===== src/rtl/sprite_bounce_engine.sv =====
// Sprite position engine: per-frame bounce/wrap motion and a 2-cycle
// pixel path (hit-test, ROM address, colour select) into VGAInterface.
module sprite_bounce_engine #(
  parameter int H_RES    = 640,
  parameter int V_RES    = 480,
  parameter int SPR_W    = 80,
  parameter int SPR_H    = 80,
  parameter int MARGIN   = 5,
  parameter int X_INIT   = 280,
  parameter int Y_INIT   = 200,
  parameter int COLOUR_W = 8,
  parameter logic [COLOUR_W-1:0] BG_COLOUR = 'h87,
  parameter logic [COLOUR_W-1:0] TRANS_KEY = 'h00,
  parameter int ADDR_W   = 13,
  parameter int SPEED_W  = 4
) (
  input  logic                CLK,
  input  logic                RESET,
  input  logic                REFRESH,
  input  logic [9:0]          ADDRH,
  input  logic [8:0]          ADDRV,
  input  logic [SPEED_W-1:0]  SPEED,
  input  logic                MODE,
  input  logic                PAUSE,
  input  logic                TRANS_EN,
  output logic [ADDR_W-1:0]   ROM_ADDR,
  input  logic [COLOUR_W-1:0] ROM_DATA,
  output logic [COLOUR_W-1:0] COLOUR_OUT,
  output logic [9:0]          POS_X,
  output logic [8:0]          POS_Y,
  output logic                HIT
);

  localparam logic [10:0] XMIN = 11'(MARGIN);
  localparam logic [10:0] XMAX = 11'(H_RES - SPR_W - MARGIN);
  localparam logic [10:0] YMIN = 11'(MARGIN);
  localparam logic [10:0] YMAX = 11'(V_RES - SPR_H - MARGIN);
  localparam logic [10:0] HRES = 11'(H_RES);
  localparam logic [10:0] VRES = 11'(V_RES);
  localparam logic [10:0] SW   = 11'(SPR_W);
  localparam logic [10:0] SH   = 11'(SPR_H);

  // Returns {hit, dir, pos}; dir=1 means moving towards larger coordinates.
  function automatic logic [12:0] step(
    input logic [10:0] p,
    input logic        d,
    input logic [10:0] s,
    input logic        wrap,
    input logic [10:0] lo,
    input logic [10:0] hi,
    input logic [10:0] res
  );
    logic [10:0] sum;
    logic [10:0] np;
    logic        nd;
    logic        h;
    sum = p + s;
    np  = p;
    nd  = d;
    h   = 1'b0;
    if (wrap) begin
      if (d) np = (sum >= res) ? sum - res : sum;
      else   np = (p >= s) ? p - s : p + res - s;
    end else if (p < lo) begin
      np = lo; nd = 1'b1; h = 1'b1;
    end else if (p > hi) begin
      np = hi; nd = 1'b0; h = 1'b1;
    end else if (d && sum >= hi) begin
      np = hi; nd = 1'b0; h = 1'b1;
    end else if (!d && p <= lo + s) begin
      np = lo; nd = 1'b1; h = 1'b1;
    end else begin
      np = d ? sum : p - s;
    end
    return {h, nd, np};
  endfunction

  logic [9:0]          r_x;
  logic [8:0]          r_y;
  logic                r_dx;
  logic                r_dy;
  logic                r_hit;
  logic                r_inside_d;
  logic [ADDR_W-1:0]   r_rom_addr;
  logic [COLOUR_W-1:0] r_colour;

  logic [10:0] w_spd;
  logic [12:0] w_nx;
  logic [12:0] w_ny;
  logic [10:0] w_h;
  logic [10:0] w_v;
  logic [10:0] w_dh;
  logic [10:0] w_dv;
  logic [21:0] w_lin;
  logic        w_inside;
  logic        w_unused;

  assign w_spd = 11'(SPEED);
  assign w_nx  = step(11'(r_x), r_dx, w_spd, MODE, XMIN, XMAX, HRES);
  assign w_ny  = step(11'(r_y), r_dy, w_spd, MODE, YMIN, YMAX, VRES);

  always_ff @(posedge CLK) begin
    if (RESET) begin
      r_x   <= 10'(X_INIT);
      r_y   <= 9'(Y_INIT);
      r_dx  <= 1'b1;
      r_dy  <= 1'b1;
      r_hit <= 1'b0;
    end else begin
      r_hit <= 1'b0;
      if (REFRESH && !PAUSE) begin
        r_x   <= w_nx[9:0];
        r_dx  <= w_nx[11];
        r_y   <= w_ny[8:0];
        r_dy  <= w_ny[11];
        r_hit <= w_nx[12] | w_ny[12];
      end
    end
  end

  // Plain rectangle test; off-screen parts of a wrapped sprite are clipped.
  assign w_h      = 11'(ADDRH);
  assign w_v      = 11'(ADDRV);
  assign w_inside = (w_h >= 11'(r_x)) && (w_h < 11'(r_x) + SW) &&
                    (w_v >= 11'(r_y)) && (w_v < 11'(r_y) + SH);
  assign w_dh     = w_h - 11'(r_x);
  assign w_dv     = w_v - 11'(r_y);
  assign w_lin    = 22'(w_dv) * 22'(SPR_W) + 22'(w_dh);
  assign w_unused = ^{w_nx[10], w_ny[10:9], w_lin};

  always_ff @(posedge CLK) begin
    if (RESET) begin
      r_rom_addr <= '0;
      r_inside_d <= 1'b0;
      r_colour   <= BG_COLOUR;
    end else begin
      r_rom_addr <= w_inside ? ADDR_W'(w_lin) : '0;
      r_inside_d <= w_inside;
      if (!r_inside_d || (TRANS_EN && ROM_DATA == TRANS_KEY))
        r_colour <= BG_COLOUR;
      else
        r_colour <= ROM_DATA;
    end
  end

  assign ROM_ADDR   = r_rom_addr;
  assign COLOUR_OUT = r_colour;
  assign POS_X      = r_x;
  assign POS_Y      = r_y;
  assign HIT        = r_hit;

endmodule


===== config.mk =====
export PLATFORM = sky130hd
export DESIGN_NAME = sprite_bounce_engine
export DESIGN_NICKNAME = d
export VERILOG_FILES = /design/src/rtl/sprite_bounce_engine.sv
export SDC_FILE = /design/constraint.sdc
export NUM_CORES = 1
export LEC_CHECK = 0
export ABC_AREA = 0
export CAP_MARGIN = 10
export CORE_ASPECT_RATIO = 0.9
export CORE_MARGIN = 2
export CORE_UTILIZATION = 25
export DETAILED_ROUTE_END_ITERATION = 16
export PLACE_DENSITY = 0.52
export RECOVER_POWER = 50
export SLEW_MARGIN = 30
export SYNTH_ARGS = -nofsm -noshare
export SYNTH_HDL_FRONTEND = slang
export SYNTH_SLANG_ARGS = --single-unit

===== constraint.sdc =====
create_clock -name CLK -period 5.6 [get_ports CLK]
set_input_delay 1.12 -clock CLK [delete_from_list [all_inputs] [get_ports CLK]]
set_output_delay 1.12 -clock CLK [all_outputs]
set_load 0.02 [all_outputs]

==> results of run 1 <==
==> cell usage after synthesis, types with 10 or more instances <==
cell and count:
nand3_1 20, o211ai_1 10, ha_1 101, a21o_1 13
nand2_1 36, fa_1 14, xnor2_1 49, o21ai_0 28
dfxtp_1 44, nor2_1 57, inv_1 62, xor2_1 14
nand2b_1 17, clkbuf_1 16, a21oi_1 56, nor3_1 18
a211oi_1 12, nor2b_1 17
==> state kept, by name, summed over array words and instances (netlist names) <==
| name | count |
|---|---|
| r_dy | 1 |
| POS_Y | 9 |
| COLOUR_OUT | 8 |
| r_dx | 1 |
| ROM_ADDR | 13 |
| HIT | 1 |
| POS_X | 10 |
| r_inside_d | 1 |
==> final cells by class <==
cell class                      instances  area share [%]
Timing Repair Buffer                   92            11.7
Sequential cell                        44            11.7
Multi-Input combinational cell        631            65.8
Clock inverter                          2           0.514
Tap cell                              308            5.11
Inverter                               69            3.43
Clock buffer                            6            1.84
==> logic make-up after synthesis <==
group                      share of synthesized area [%]
AOI/OAI and AO/OA                                   25.5
xor gates and xnor gates                            10.2
adders and majority gates                           25.0
buffers and inverters                               6.11
DFF                                                 14.2
muxes                                               1.15
and+or+nand+nor                                     17.9
==> worst min path at each step <==
stage               endpoint  slack (ps)  startpoint
2_1_floorplan  COLOUR_OUT[0]         550  r_inside_d
3_3_place_gp   COLOUR_OUT[0]         590  r_inside_d
3_5_place_dp   COLOUR_OUT[0]         600  r_inside_d
4_1_cts        COLOUR_OUT[2]         620  r_inside_d
5_1_grt        COLOUR_OUT[0]         650  r_inside_d
6_report       COLOUR_OUT[2]         620  r_inside_d
==> routing by layer <==
| layer | up-vias | wire, um | share of wire [%] | GRT usage (%) |
|---|---|---|---|---|
| met5 | - | 0 | 0 | 0 |
| met4 | 0 | 279 | 1.4 | 3.22 |
| met3 | 26 | 1590 | 7.9 | 3.42 |
| met2 | 231 | 8620 | 43 | 24.0 |
| met1 | 2727 | 9740 | 48 | 22.1 |
| li1 | 2934 | - | - | - |
==> power breakdown <==
part	internal [uW]	switching, uW	total, uW
logic	515	599	1110
registers	337	41.9	379
clock network	224	144	368
total	1080	785	1860
==> worst register-to-register path: cells and delay by family, from the launching register on <==
kind	cells	cell delay [ps]
adders and majority gates	4	1220
AOI/OAI and AO/OA	5	910
DFF	1	710
xor gates and xnor gates	3	700
and+or+nand+nor	4	520
buffers and inverters	1	200
==> per-stage QoR <==
step | instance area [um^2] | utilization [%] | hold slack (ps)
5_1_grt | 7550 | 31.0 | 647
4_1_cts | 7540 | 31.0 | 621
3_3_place_gp | 7360 | 30.3 | 592
6_report | 7550 | 31.0 | 617
2_1_floorplan | 6220 | - | 545
3_5_place_dp | 7360 | 30.3 | 600
==> flow_summary.json, run 1 <==
{
  "status": "finished, final reports clean",
  "worstPathMaxFanout": 4,
  "finalSetupViolCount": 0,
  "layout_common_cells": "ha_1, inv_1, nor2_1",
  "grt_pass1_wl_mm": 31.8,
  "critPathSlowestCell": "clkdlybuf4s50_1",
  "coreArea_mm2": 0.0243,
  "startpoint": "ADDRV[0]",
  "clock-sinks": 44,
  "grt_pass1_vias": 5716,
  "grt_max_degree": 25,
  "synth_warnings": 0,
  "hold_viol": 0,
  "timing.rr.start": "POS_Y[1]",
  "wl_per_cell_um": 17.6,
  "synth_area_leaders": "ha_1, dfxtp_1, xnor2_1",
  "start_kind": "primary input",
  "viasPerCell": 5.14,
  "cp.arrival_ps": 5180,
  "synth.distinct_cells": 82,
  "yosysSeqAreaShare_pct": 14.2,
  "ant_nets": 0,
  "h-tree-depth": 2,
  "ctsResizeCount": 0,
  "drtIter0Drc": 499,
  "clk-insertion-delay-late_ps": 300,
  "holdCritPathClass": "flop to flop",
  "dp_cells": 1143,
  "cp_data_required_time_ps": 5750,
  "drive_gt1_share_pct": 5.45,
  "wl_mm": 20.2,
  "tightest_slew_ps": 1490,
  "root_buffer": "clkbuf_16",
  "cp_top_family": "adder cells",
  "antenna_found_initial": 0,
  "rsz0062_at_grt": "false",
  "postCtsSetupBuffers": 0,
  "initial_core_util_pct": 25.6,
  "syn_to_final_growth_pct": 21.3,
  "cp.depth": 18,
  "overflow": 0,
  "leakagePower_uw": 0.00319,
  "finalNonFillerCells": 1152,
  "crit_end": "ROM_ADDR[12]",
  "die-width_um": 170,
  "fin_worst_skew_ps": 13.5,
  "total_power_uw": 1860,
  "synth_top_area_share_pct": 20.3,
  "cp_common_cell": "ha_1",
  "cp_slowest_stage_delay_ps": 450,
  "vias": 5918,
  "dpl_worst_slack_ps": 240,
  "portBuffers": 77,
  "crit_buf_inv": 2,
  "hpwl_mm": 16.1,
  "critPathKind": "primary input to flop",
  "rrSetupSlack_ps": 1180,
  "slew_headroom_pct": 0.913,
  "setup_tns_ps": 0,
  "synth_fp_nets": 922,
  "cts_buffers": 5,
  "avgSynthCellArea_um2": 8.08,
  "track_usage_pct": 15.5,
  "die_area_mm2": 0.0262,
  "rr_worst_depth": 17,
  "period_needed_ps": 5020,
  "cap_viol_max_count": 0,
  "crit_path_end_kind": "flop",
  "nFillCells": 2614,
  "hold_depth": 2,
  "clock.fmax_ghz": 0.199,
  "first_pass_iters": 5,
  "rows": 54,
  "nNetsFinal": 995,
  "ir_drop_mv": 0.107,
  "async_flop_share_pct": 0,
  "clk_pin_slew_ps": 70,
  "synth_area_mm2": 0.00622,
  "place.gp.congestion": 0.876,
  "synth_seq_cells": 44,
  "cts_tree": "done",
  "multi_input_comb_area_mm2": 0.00496,
  "final.period_utilization_pct": 89.7,
  "worst_slack_ps": 577,
  "yosysTopAreaCell": "ha_1",
  "fp.dieH_um": 154,
  "worst_r2r_endpoint": "ROM_ADDR[12]",
  "final_common_cell": "ha_1",
  "crit_chain": "clkdlybuf4s50_1, inv_1, ha_1, fa_1, nand2b_1, a21boi_1, nor2_1, xnor2_1, ha_1, ha_1, a21o_1, a21oi_1, xnor2_1, ha_1, nor2b_1, o21ai_0, xnor3_1, nor2b_1",
  "synthFlopType": "dfxtp_1",
  "postCtsHoldBufs": 0,
  "seq_area_um2": 881,
  "drc": 0,
  "io_pins": 78,
  "synth_edf_count": 0,
  "power_density_mw_per_mm2": 247,
  "cts_buffer_depth": 2,
  "drv_slew": 0,
  "diodes": 0,
  "syn_inst": 770
}
(Power assumes the default switching activity.)
==> inputs of run 2 (changes only) <==
--- a/config.mk
+++ b/config.mk
@@ -9,9 +9,9 @@
 export CAP_MARGIN = 10
 export CORE_ASPECT_RATIO = 0.9
 export CORE_MARGIN = 2
-export CORE_UTILIZATION = 25
+export CORE_UTILIZATION = 50
 export DETAILED_ROUTE_END_ITERATION = 16
-export PLACE_DENSITY = 0.52
+export PLACE_DENSITY = 0.83
 export RECOVER_POWER = 50
 export SLEW_MARGIN = 30
 export SYNTH_ARGS = -nofsm -noshare
==> run 2 against run 1 <==
Core utilization grew 30 points; maximum frequency fell by 1.2%; hold slack lost 3.2 ps; final area decreased by 2.9%; combinational power about the same; register-to-register slack better by 130 ps.
==> flow_summary.json, run 2 (same netlist as run 1, synthesis figures left out) <==
{
  "overflow": 0,
  "postCtsSetupBuffers": 0,
  "fp.dieH_um": 110,
  "syn_to_final_growth_pct": 17.7,
  "clock-sinks": 44,
  "wl_mm": 17.9,
  "leakagePower_uw": 0.00316,
  "status": "finished, final reports clean",
  "finalSetupViolCount": 0,
  "die_area_mm2": 0.0134,
  "ir_drop_mv": 0.181,
  "hold_viol": 0,
  "place.gp.congestion": 0.953,
  "start_kind": "primary input",
  "initial_core_util_pct": 51.5,
  "power_density_mw_per_mm2": 254,
  "grt_pass1_wl_mm": 29.4,
  "drv_slew": 0,
  "slew_headroom_pct": 45.1,
  "cp.arrival_ps": 5250,
  "cts_buffers": 5,
  "grt_pass1_vias": 5933,
  "io_pins": 78,
  "drtIter0Drc": 509,
  "wl_per_cell_um": 17.9,
  "layout_common_cells": "ha_1, inv_1, nor2_1",
  "ant_nets": 0,
  "ctsResizeCount": 0,
  "multi_input_comb_area_mm2": 0.00496,
  "cap_viol_max_count": 0,
  "rows": 38,
  "clk-insertion-delay-late_ps": 300,
  "nNetsFinal": 991,
  "clk_pin_slew_ps": 70,
  "fin_worst_skew_ps": 7.58,
  "clock.fmax_ghz": 0.197,
  "final.period_utilization_pct": 90.8,
  "critPathKind": "primary input to flop",
  "period_needed_ps": 5080,
  "grt_max_degree": 25,
  "holdCritPathClass": "flop to flop",
  "largest_register_ffs": 13,
  "hpwl_mm": 13.8,
  "first_pass_iters": 5,
  "cts_buffer_depth": 2,
  "worstPathMaxFanout": 3,
  "crit_path_end_kind": "flop",
  "track_usage_pct": 27.7,
  "root_buffer": "clkbuf_16",
  "setup_tns_ps": 0,
  "nFillCells": 1114,
  "drc": 0,
  "rrSetupSlack_ps": 1310,
  "drive_gt1_share_pct": 5.00,
  "vias": 6135,
  "portBuffers": 77,
  "die-width_um": 122,
  "final_common_cell": "ha_1",
  "coreArea_mm2": 0.0121,
  "tightest_slew_ps": 823,
  "viasPerCell": 6.14,
  "diodes": 0,
  "cts_tree": "done",
  "h-tree-depth": 2,
  "seq_area_um2": 881,
  "rsz0062_at_grt": "false",
  "cp_data_required_time_ps": 5770,
  "antenna_found_initial": 0,
  "postCtsHoldBufs": 0,
  "utilization_pct": 60.7
}
run 2: cell count changes in the layout (fill, tap and decap cells not counted), sizes merged:
cell	change
inv	+1
clkbuf	-3
clkinvlp	+1
clkinv	-1
buf	-2
run 2: per-stage QoR:
stage / hold WS (ps) / power (uW) / std cells / instance area (um^2) / setup slack (ps)
floorplan: 545 / 1220 / 770 / 6220 / 1010
global placement: 591 / 1470 / 991 / 7150 / 342
detailed placement: 604 / 1500 / 992 / 7150 / 264
CTS: 629 / 1860 / 1000 / 7330 / 540
global route: 651 / 2000 / 1000 / 7330 / 168
finish: 614 / 1860 / 1000 / 7330 / 518
run 2: final timing paths:
check / to / cells past startpoint / startpoint
max: ROM_ADDR[12] / 20 / ADDRV[0]
min: COLOUR_OUT[0] / 2 / r_inside_d
max reg2reg: ROM_ADDR[12] / 18 / POS_Y[0]
min reg2reg: COLOUR_OUT[0] / 2 / r_inside_d
run 2: layout make-up:
class                      count  share of cell area (%)
clock buffer                   5                    1.71
clock inverter                 3                   0.632
inverter                      69                    3.54
multi-input combinational    631                    67.7
sequential                    44                    12.0
tap                          160                    2.73
timing repair buffer          88                    11.6
run 2: power breakdown:
part | leakage (uW) | switching (uW) | internal [uW] | total [uW]
logic | 0.00272 | 604 | 517 | 1120
registers | 0.000359 | 44.1 | 337 | 381
clock network | 0.0000804 | 144 | 213 | 356
total | 0.00316 | 792 | 1070 | 1860
run 2: worst max-delay path: stages:
cell and delay [ps]:
clkdlybuf4s50_1 450, inv_1 40, ha_1 210, fa_1 400, nand2b_1 150, a21boi_1 230, nor2_1 100, xnor2_1 180
ha_1 330, inv_1 60, fa_1 530, inv_1 40, ha_1 260, inv_1 100, o21bai_1 80, a21oi_1 190
nor2b_1 80, o21ai_0 220, xnor3_1 330, nor2b_1 130
run 2: layer usage:
metal	vias up	global-route usage [%]	wire length (um)	part of all wire (%)
met5	-	0	0	0
met2	328	46.3	8100	45
met3	50	3.99	1510	8.4
met1	2836	36.1	7700	43
met4	0	11.1	598	3.3
li1	2921	-	-	-
